==> config.mk <==
export PLATFORM = sky130hd
export DESIGN_NAME = div_job_scheduler
export DESIGN_NICKNAME = d
export VERILOG_FILES = /design/src/rtl/div_sched_pkg.sv /design/src/rtl/div_rr_arbiter.sv /design/src/rtl/div_job_scheduler.sv
export SDC_FILE = /design/constraint.sdc
export NUM_CORES = 1
export LEC_CHECK = 0
export BUFFER_PORTS_ARGS = -buffer_cell sky130_fd_sc_hd__buf_2
export CAP_MARGIN = 20
export CORE_AREA = 10 10 132 134
export CTS_BUF_LIST = sky130_fd_sc_hd__clkbuf_16
export DETAILED_ROUTE_END_ITERATION = 8
export DIE_AREA = 0 0 142 144
export PLACE_DENSITY = 0.87
export SETUP_SLACK_MARGIN = 0.5
export SLEW_MARGIN = 20
export SYNTH_ARGS = -nofsm -noshare
export SYNTH_HDL_FRONTEND = slang
export SYNTH_SLANG_ARGS = --single-unit
==> constraint.sdc <==
create_clock -name clk_i -period 4.1 [get_ports clk_i]
set_input_delay 0.41 -clock clk_i [delete_from_list [all_inputs] [get_ports clk_i]]
set_output_delay 0.41 -clock clk_i [all_outputs]
set_load 0.005 [all_outputs]
==> src/rtl/div_sched_pkg.sv <==
// Shared types and constants for the divider job scheduler.
// FSM encoding, error codes and the post-start fini blanking length.
package div_sched_pkg;

    typedef enum logic [1:0] {
        ST_IDLE  = 2'd0,
        ST_ISSUE = 2'd1,
        ST_WAIT  = 2'd2,
        ST_RESP  = 2'd3
    } state_t;

    localparam logic [1:0] ERR_NONE = 2'b00;
    localparam logic [1:0] ERR_DIVZ = 2'b01;
    localparam logic [1:0] ERR_TMO  = 2'b10;

    // The divider keeps fini high from the previous job for this many WAIT cycles.
    localparam int BLANK_CYCLES = 2;

endpackage

==> src/rtl/div_rr_arbiter.sv <==
// Round-robin grant: first requester at or after ptr_i, wrapping past NREQ-1.
// Latency: combinational. Backpressure: none, the caller decides when to take the grant.
// Produces a one-hot grant, its index and an any-request flag.
module div_rr_arbiter #(
    parameter int NREQ = 2,
    parameter int IDW  = 3
) (
    input  logic [NREQ-1:0] req_i,
    input  logic [IDW-1:0]  ptr_i,
    output logic [NREQ-1:0] gnt_o,
    output logic [IDW-1:0]  idx_o,
    output logic            vld_o
);

    logic           hi_found;
    logic [IDW-1:0] hi_idx;
    logic           lo_found;
    logic [IDW-1:0] lo_idx;

    always_comb begin
        hi_found = 1'b0;
        hi_idx   = '0;
        lo_found = 1'b0;
        lo_idx   = '0;
        // Descending scan leaves the lowest matching index in each candidate.
        for (int j = NREQ - 1; j >= 0; j--) begin
            if (req_i[j]) begin
                lo_found = 1'b1;
                lo_idx   = IDW'(j);
                if (j >= int'(ptr_i)) begin
                    hi_found = 1'b1;
                    hi_idx   = IDW'(j);
                end
            end
        end
        vld_o = lo_found;
        idx_o = hi_found ? hi_idx : lo_idx;
        gnt_o = '0;
        for (int j = 0; j < NREQ; j++) begin
            gnt_o[j] = lo_found && (int'(idx_o) == j);
        end
    end

endmodule

==> src/rtl/div_job_scheduler.sv <==
// Shares one serial divider between NREQ requesters; tagged result on a valid/ready channel.
// Latency: accept T, start T+1, result after divider fini (>= T+5); divide-by-zero answers at T+1.
// Backpressure: result held in RESP until rsp_ready_i; no accept while busy. Option: DIV_SCHED_TIMEOUT_EN.
module div_job_scheduler
    import div_sched_pkg::*;
#(
    parameter int NREQ           = 2,
    parameter int XLEN           = 32,
    parameter int IDW            = 3,
    parameter int TIMEOUT_CYCLES = 64
) (
    input  logic                 clk_i,
    input  logic                 reset_i,
    input  logic [NREQ-1:0]      req_valid_i,
    output logic [NREQ-1:0]      req_ready_o,
    input  logic [NREQ*XLEN-1:0] req_dividend_i,
    input  logic [NREQ*XLEN-1:0] req_divisor_i,
    output logic                 rsp_valid_o,
    input  logic                 rsp_ready_i,
    output logic [IDW-1:0]       rsp_id_o,
    output logic [XLEN-1:0]      rsp_quotient_o,
    output logic [XLEN-1:0]      rsp_remainder_o,
    output logic [1:0]           rsp_err_o,
    output logic                 div_start_o,
    output logic [XLEN-1:0]      div_dividend_o,
    output logic [XLEN-1:0]      div_divisor_o,
    input  logic                 div_fini_i,
    input  logic [XLEN-1:0]      div_quotient_i,
    input  logic [XLEN-1:0]      div_remainder_i,
    output logic                 busy_o,
    output logic [15:0]          jobs_done_o
);

    state_t          state_q;
    logic [IDW-1:0]  rr_q;
    logic [IDW-1:0]  owner_q;
    logic [XLEN-1:0] dividend_q;
    logic [XLEN-1:0] divisor_q;
    logic [XLEN-1:0] quot_q;
    logic [XLEN-1:0] rem_q;
    logic [1:0]      err_q;
    logic            rsp_valid_q;
    logic [15:0]     jobs_q;
    logic [1:0]      blank_q;
    logic            fini_seen_q;

    logic [NREQ-1:0] gnt;
    logic [IDW-1:0]  gnt_idx;
    logic            gnt_vld;
    logic [XLEN-1:0] sel_dividend;
    logic [XLEN-1:0] sel_divisor;
    logic [IDW-1:0]  rr_d;
    logic [15:0]     jobs_d;
    logic            blank_done;
    logic            fini_valid;

`ifdef DIV_SCHED_TIMEOUT_EN
    localparam int TMO_W = $clog2(TIMEOUT_CYCLES + 1);
    logic [TMO_W-1:0] wait_cnt_q;
`endif

    div_rr_arbiter #(
        .NREQ (NREQ),
        .IDW  (IDW)
    ) u_arb (
        .req_i (req_valid_i),
        .ptr_i (rr_q),
        .gnt_o (gnt),
        .idx_o (gnt_idx),
        .vld_o (gnt_vld)
    );

    always_comb begin
        sel_dividend = '0;
        sel_divisor  = '0;
        for (int k = 0; k < NREQ; k++) begin
            if (gnt[k]) begin
                sel_dividend = req_dividend_i[k*XLEN +: XLEN];
                sel_divisor  = req_divisor_i[k*XLEN +: XLEN];
            end
        end
    end

    assign rr_d       = (owner_q == IDW'(NREQ - 1)) ? '0 : owner_q + IDW'(1);
    assign jobs_d     = jobs_q + 16'd1;
    assign blank_done = (blank_q == 2'(BLANK_CYCLES));
    // Only a fini that has been seen low since start belongs to this job.
    assign fini_valid = blank_done && fini_seen_q && div_fini_i;

    always_ff @(posedge clk_i) begin
        if (reset_i) begin
            state_q     <= ST_IDLE;
            rr_q        <= '0;
            owner_q     <= '0;
            dividend_q  <= '0;
            divisor_q   <= '0;
            quot_q      <= '0;
            rem_q       <= '0;
            err_q       <= ERR_NONE;
            rsp_valid_q <= 1'b0;
            jobs_q      <= '0;
            blank_q     <= '0;
            fini_seen_q <= 1'b0;
`ifdef DIV_SCHED_TIMEOUT_EN
            wait_cnt_q  <= '0;
`endif
        end else begin
            case (state_q)
                ST_IDLE: begin
                    if (gnt_vld) begin
                        owner_q    <= gnt_idx;
                        dividend_q <= sel_dividend;
                        divisor_q  <= sel_divisor;
                        if (sel_divisor == '0) begin
                            quot_q      <= '1;
                            rem_q       <= sel_dividend;
                            err_q       <= ERR_DIVZ;
                            rsp_valid_q <= 1'b1;
                            state_q     <= ST_RESP;
                        end else begin
                            state_q <= ST_ISSUE;
                        end
                    end
                end
                ST_ISSUE: begin
                    blank_q     <= '0;
                    fini_seen_q <= 1'b0;
`ifdef DIV_SCHED_TIMEOUT_EN
                    wait_cnt_q  <= '0;
`endif
                    state_q     <= ST_WAIT;
                end
                ST_WAIT: begin
                    if (!div_fini_i) begin
                        fini_seen_q <= 1'b1;
                    end
                    if (!blank_done) begin
                        blank_q <= blank_q + 2'd1;
                    end
`ifdef DIV_SCHED_TIMEOUT_EN
                    wait_cnt_q <= wait_cnt_q + TMO_W'(1);
`endif
                    if (fini_valid) begin
                        quot_q      <= div_quotient_i;
                        rem_q       <= div_remainder_i;
                        err_q       <= ERR_NONE;
                        rsp_valid_q <= 1'b1;
                        state_q     <= ST_RESP;
                    end
`ifdef DIV_SCHED_TIMEOUT_EN
                    else if (wait_cnt_q == TMO_W'(TIMEOUT_CYCLES - 1)) begin
                        quot_q      <= '0;
                        rem_q       <= '0;
                        err_q       <= ERR_TMO;
                        rsp_valid_q <= 1'b1;
                        state_q     <= ST_RESP;
                    end
`endif
                end
                ST_RESP: begin
                    if (rsp_ready_i) begin
                        rsp_valid_q <= 1'b0;
                        jobs_q      <= jobs_d;
                        rr_q        <= rr_d;
                        state_q     <= ST_IDLE;
                    end
                end
                default: state_q <= ST_IDLE;
            endcase
        end
    end

    assign req_ready_o     = (state_q == ST_IDLE && !reset_i) ? gnt : '0;
    assign div_start_o     = (state_q == ST_ISSUE) && !reset_i;
    assign div_dividend_o  = dividend_q;
    assign div_divisor_o   = divisor_q;
    assign rsp_valid_o     = rsp_valid_q;
    assign rsp_id_o        = owner_q;
    assign rsp_quotient_o  = quot_q;
    assign rsp_remainder_o = rem_q;
    assign rsp_err_o       = err_q;
    assign busy_o          = (state_q != ST_IDLE);
    assign jobs_done_o     = jobs_q;

endmodule

# After elaboration in Yosys (flattened, before gate mapping)
# Index checks and enable logic that the tools add are counted.
# word_totals
regBits	158
in_bits	198
out_inout_bits	154
# op_classes
reduce_logical	21
order_cmp	2
muxes	45
add_sub_neg	3
n_eq_ne	12
# ops
cell	count
$mux 32	10
$pmux 32 s2	2
$logic_not 32->1	1
$mux 2	9
$add 16x1->16 const B	1
$mux 3	5
$mux 1	14
$ne 2x2->1 const B	6
$pmux 2 s2	2
$pmux 2 s4	1
$reduce_and 2->1	4
$eq 2x2->1 const B	3
$ge 1x3->1 const A	2
$logic_and 1x1->1	6
$reduce_bool 2->1	3
$reduce_and 5->1	1
$reduce_and 4->1	1
$add 3x1->3 const B	1
$eq 3x1->1 const B	1
$eq 3x2->1 const B	1
$logic_not 3->1	1
$pmux 1 s3	1
$reduce_and 3->1	1
$reduce_bool 3->1	1
other kinds (5)	5

# Logic depth before layout (Yosys ltp)
# logic_depth
depth_word	14
depth_mapped	11

# By module
# A second synthesis with hierarchy kept.
# unflattened
cells_unflattened	886
area_unflattened_um2	7558.5
# by_module_without_submodules
mod	area_each_um2	instances	cells_per_inst	seq_area_each_um2
div_job_scheduler	7503.4	1	877	3143.0
div_rr_arbiter	55.1	1	9	0.0

# Least setup slack after synthesis
# OpenSTA, ideal clock, no wires.
# synth_timing
path_kind	input to register
from	in req_divisor_i[7]
to	reg quot_q[12] (netlist: rsp_quotient_o[12])
n_path_buf	2
setup_slack_ns	1.898
required_time_ns	3.943
arrival_ns	2.045
path_stages	8
path_cell_list	or4_4 -> o41ai_2 -> and3_1 -> and4_4 -> or2_1 -> buf_6 -> buf_6 -> a311oi_2
# synth_between
elab_chain_len	5
# synth_lines
element	line	rtl
start, declared	div_job_scheduler.sv:17	input logic [NREQ*XLEN-1:0] req_divisor_i,
$mux 32 (2 in a row)	div_job_scheduler.sv:77	if (gnt[k]) begin
$logic_not 32->1	div_job_scheduler.sv:114	if (sel_divisor == '0) begin
$ne 2x2->1 (no source line)	n/a	
$reduce_and 4->1 (no source line)	n/a	
end signal, assigned	div_job_scheduler.sv:144	quot_q <= div_quotient_i;
end, declared	div_job_scheduler.sv:39	logic [XLEN-1:0] quot_q;
# No other way between the ends.
# A chain may end at the register's enable or synchronous reset.

# Worst setup path after layout
# layout_timing
from	reg state_q[0]
to	reg quot_q[17] (netlist: rsp_quotient_o[17])
# layout_between
elab_chain_len	3
elab_cells_between_ends	8
classes_between	eq/ne (4); mux (1); reduce/logical (3)
# layout_lines
element	line	rtl
start, declared	div_job_scheduler.sv:34	state_t state_q;
start signal, assigned	div_job_scheduler.sv:92	state_q <= ST_IDLE;
start signal, assigned	div_job_scheduler.sv:119	state_q <= ST_RESP;
start signal, assigned	div_job_scheduler.sv:121	state_q <= ST_ISSUE;
$eq 2x2->1 or $logic_not 2->1 (tied branches)	div_job_scheduler.sv:108	case (state_q)
$ne 2x2->1 (no source line) or $reduce_bool 2->1 (tied branches)	n/a	
$reduce_and 4->1 (no source line)	n/a	
# Several ways; a longest one is shown, not always the timed one.

==> metrics.csv <==
metric,value,unit
Core Box Area,0.0149,mm2
cell area after synthesis,0.00742,mm2
drt via density,5.78,
worst endpoint required time,4.36,ns
CTS tree,yes,
status,finished clean,
ys async rst share,0,
Final setup violation count,0,
RR Endpoint,rsp_quotient_o[17],
CTS H-Tree Depth,4,
worst-path fanout max,33,
fraction of layout cells with a size suffix above 1,0.354,
Seq cells post-synth,153,
IO Port Bufs,348,
NumNets Final,1403,
synth unique cells,44,
Crit Path Class,flop to flop,
Place WS,0.956,ns
CP Capture Type,flop,
final worst-path cycle share,0.688,
largest net degree at the start of global routing,105,
vias in the first global route,7819,
CP Launch Type,flop,
Max Clock Skew,0.00997,ns
Post-CTS Hold Buffers,0,
LEAKAGE,0.00442,uW
Setup TNS Final,0,ns
Resized Gates After CTS,0,
"Area growth, synth to finish",31.0,%
FMAX,0.355,GHz
Layout fillers,1243,
fin crit period,2.82,ns
Slew headroom,0.487,
Register Area,0.00306,mm2
# clock sinks,153,
Die Y,144,um
Clock Latency Late Sink,0.42,ns
RePlAce Congestion,0.897,
Cell Pwr Density,542,mW/mm2
Main synth FF type,dfxtp_1,
Final WS setup,1.28,ns
FF-to-FF Start,state_q[0],
Max Slew Vio Count,0,
Via Count,8102,
boundary pin count,352,
Hold Startpoint,req_dividend_i[5],
Hold Crit Endpoint,div_dividend_o[5],
post-CTS setup buffers,0,
clk slew on worst S/H paths,0.06,ns
Mean Syn Cell Area,8.23,um2
initial core utilization,0.499,
Mapped Cells,901,
first-pass GRT wire length,41200,um
"most common cell after layout, fill and taps aside",buf_2,
HPWL after DPL,20400,um
first-pass iteration count of the detailed router,6,
arrival time worst endpoint,3.08,ns
CTS Buf Count,17,
max_cap viols,0,
drt total wl,27400,um
gr ovfl total,0,
Slew @ Worst Pin,0.769,ns
die width,142,um
routed len/inst,19.5,um
Iteration-0 DRC Markers,522,
area occupied by multi-input gates,0.00376,mm2
clk buf depth,2,
RSZ-0062 raised after global routing,false,
r2r worst-path depth,9,
sequential share of the synthesized area,0.413,
post-route DRC violation count,0,
initial antenna violation count,3,
Min-Delay Path Depth,3,
Rows,45,
Final Hold Viols,0,
most frequent cells in the layout,"buf_2 (347), dfxtp_1 (153), nor2_1 (125)",
Peak VDD IR,0.000327,V
area of the die,0.0204,mm2
Post-synth EDFFs,0,
Clock Root Buffer,clkbuf_16,
Routed Antenna Nets,0,
Ys Warns,0,
worst reg2reg setup slack,1.28,ns
total track usage,0.250,
Worst Hold Class,input port to flop,
flip-flops by register name, indices dropped and copies added (netlist names):
signal / cells
blank_q: 2
div_dividend_o: 32
div_divisor_o: 32
fini_seen_q: 1
jobs_done_o: 16
rr_q: 1
rsp_err_o: 1
rsp_id_o: 1
rsp_quotient_o: 32
rsp_remainder_o: 32
rsp_valid_o: 1
state_q: 2
metrics by stage:
step / hold WS (ns) / total power, uW / cell area [um2] / instances / utilization
3_3_place_gp: 0.451 / 3630 / 9100 / 1367 / 0.612
3_5_place_dp: 0.452 / 3670 / 9100 / 1367 / 0.612
5_1_grt: 0.256 / 5560 / 9710 / 1399 / 0.653
6_report: 0.255 / 5260 / 9720 / 1401 / 0.654
4_1_cts: 0.243 / 5290 / 9710 / 1398 / 0.653
2_1_floorplan: 0.459 / 2970 / 7420 / 903 / -
metal layers:
layer	wire, um	share of wire	track usage
met4	1080	0.039	0.124
met1	9640	0.35	0.259
met3	2870	0.10	0.0925
met2	13800	0.50	0.435
met5	0	0	0
how the worst max path moves through the flow:
stage | endpoint | cells after the start | slack [ns] | startpoint
finish | rsp_quotient_o[17] | 9 | 1.28 | state_q[0]
global route | rsp_remainder_o[7] | 9 | 1.07 | state_q[1]
CTS | rsp_quotient_o[17] | 8 | 1.26 | state_q[0]
detailed placement | rsp_quotient_o[17] | 8 | 0.96 | req_divisor_i[30]
global placement | rsp_remainder_o[0] | 8 | 0.96 | req_divisor_i[30]
floorplan | rsp_quotient_o[12] | 8 | 1.90 | req_divisor_i[7]
kinds of logic after synthesis:
kind of cell | after synthesis | synth area share
compound gates | 221 | 0.244
xor+xnor | 14 | 0.0165
fa+ha+maj | 7 | 0.0118
buf+inv | 129 | 0.0844
flops | 153 | 0.413
mux | 2 | 0.00270
other cells | 1 | 0.000506
simple gates | 374 | 0.227
worst max-delay path, cell delays in order, from the launching register on:
cell and delay [ns]:
dfxtp_1 0.33, inv_1 0.13, ha_1 0.36, o21ai_2 0.09
buf_4 0.24, nor2_1 0.17, and4_4 0.25, or2_2 0.61
buf_4 0.35, a311oi_2 0.12
power by group:
group	switching [uW]	leakage, uW	internal (uW)
logic	1050	0.00287	682
clock network	616	0.000301	1010
registers	145	0.00125	1770
total	1810	0.00442	3460
final cells by class:
cell class | count | share of cell area
clock inverters | 14 | 0.0188
flip-flops and latches | 153 | 0.315
clock buffers | 17 | 0.0438
inverters | 43 | 0.0166
well taps | 188 | 0.0242
multi-input cells | 621 | 0.387
diodes | 3 | 0.000772
repair buffers | 362 | 0.193
cell usage after synthesis (all sizes together) (3+ instances only):
cell	count	share of area
a21oi	7	0.0047
a221oi	32	0.038
a311oi	97	0.14
a31oi	3	0.0025
buf	30	0.034
clkbuf	56	0.028
dfxtp	153	0.41
ha	7	0.012
inv	42	0.021
nand2	105	0.053
nand2b	35	0.030
nand3	6	0.0040
nand4	9	0.0076
nor2	127	0.064
nor3	66	0.045
nor4	13	0.011
o21ai	72	0.049
or3	3	0.0025
xnor2	5	0.0059
xor2	9	0.011
No activity file was read; power rests on OpenSTA's default activity.
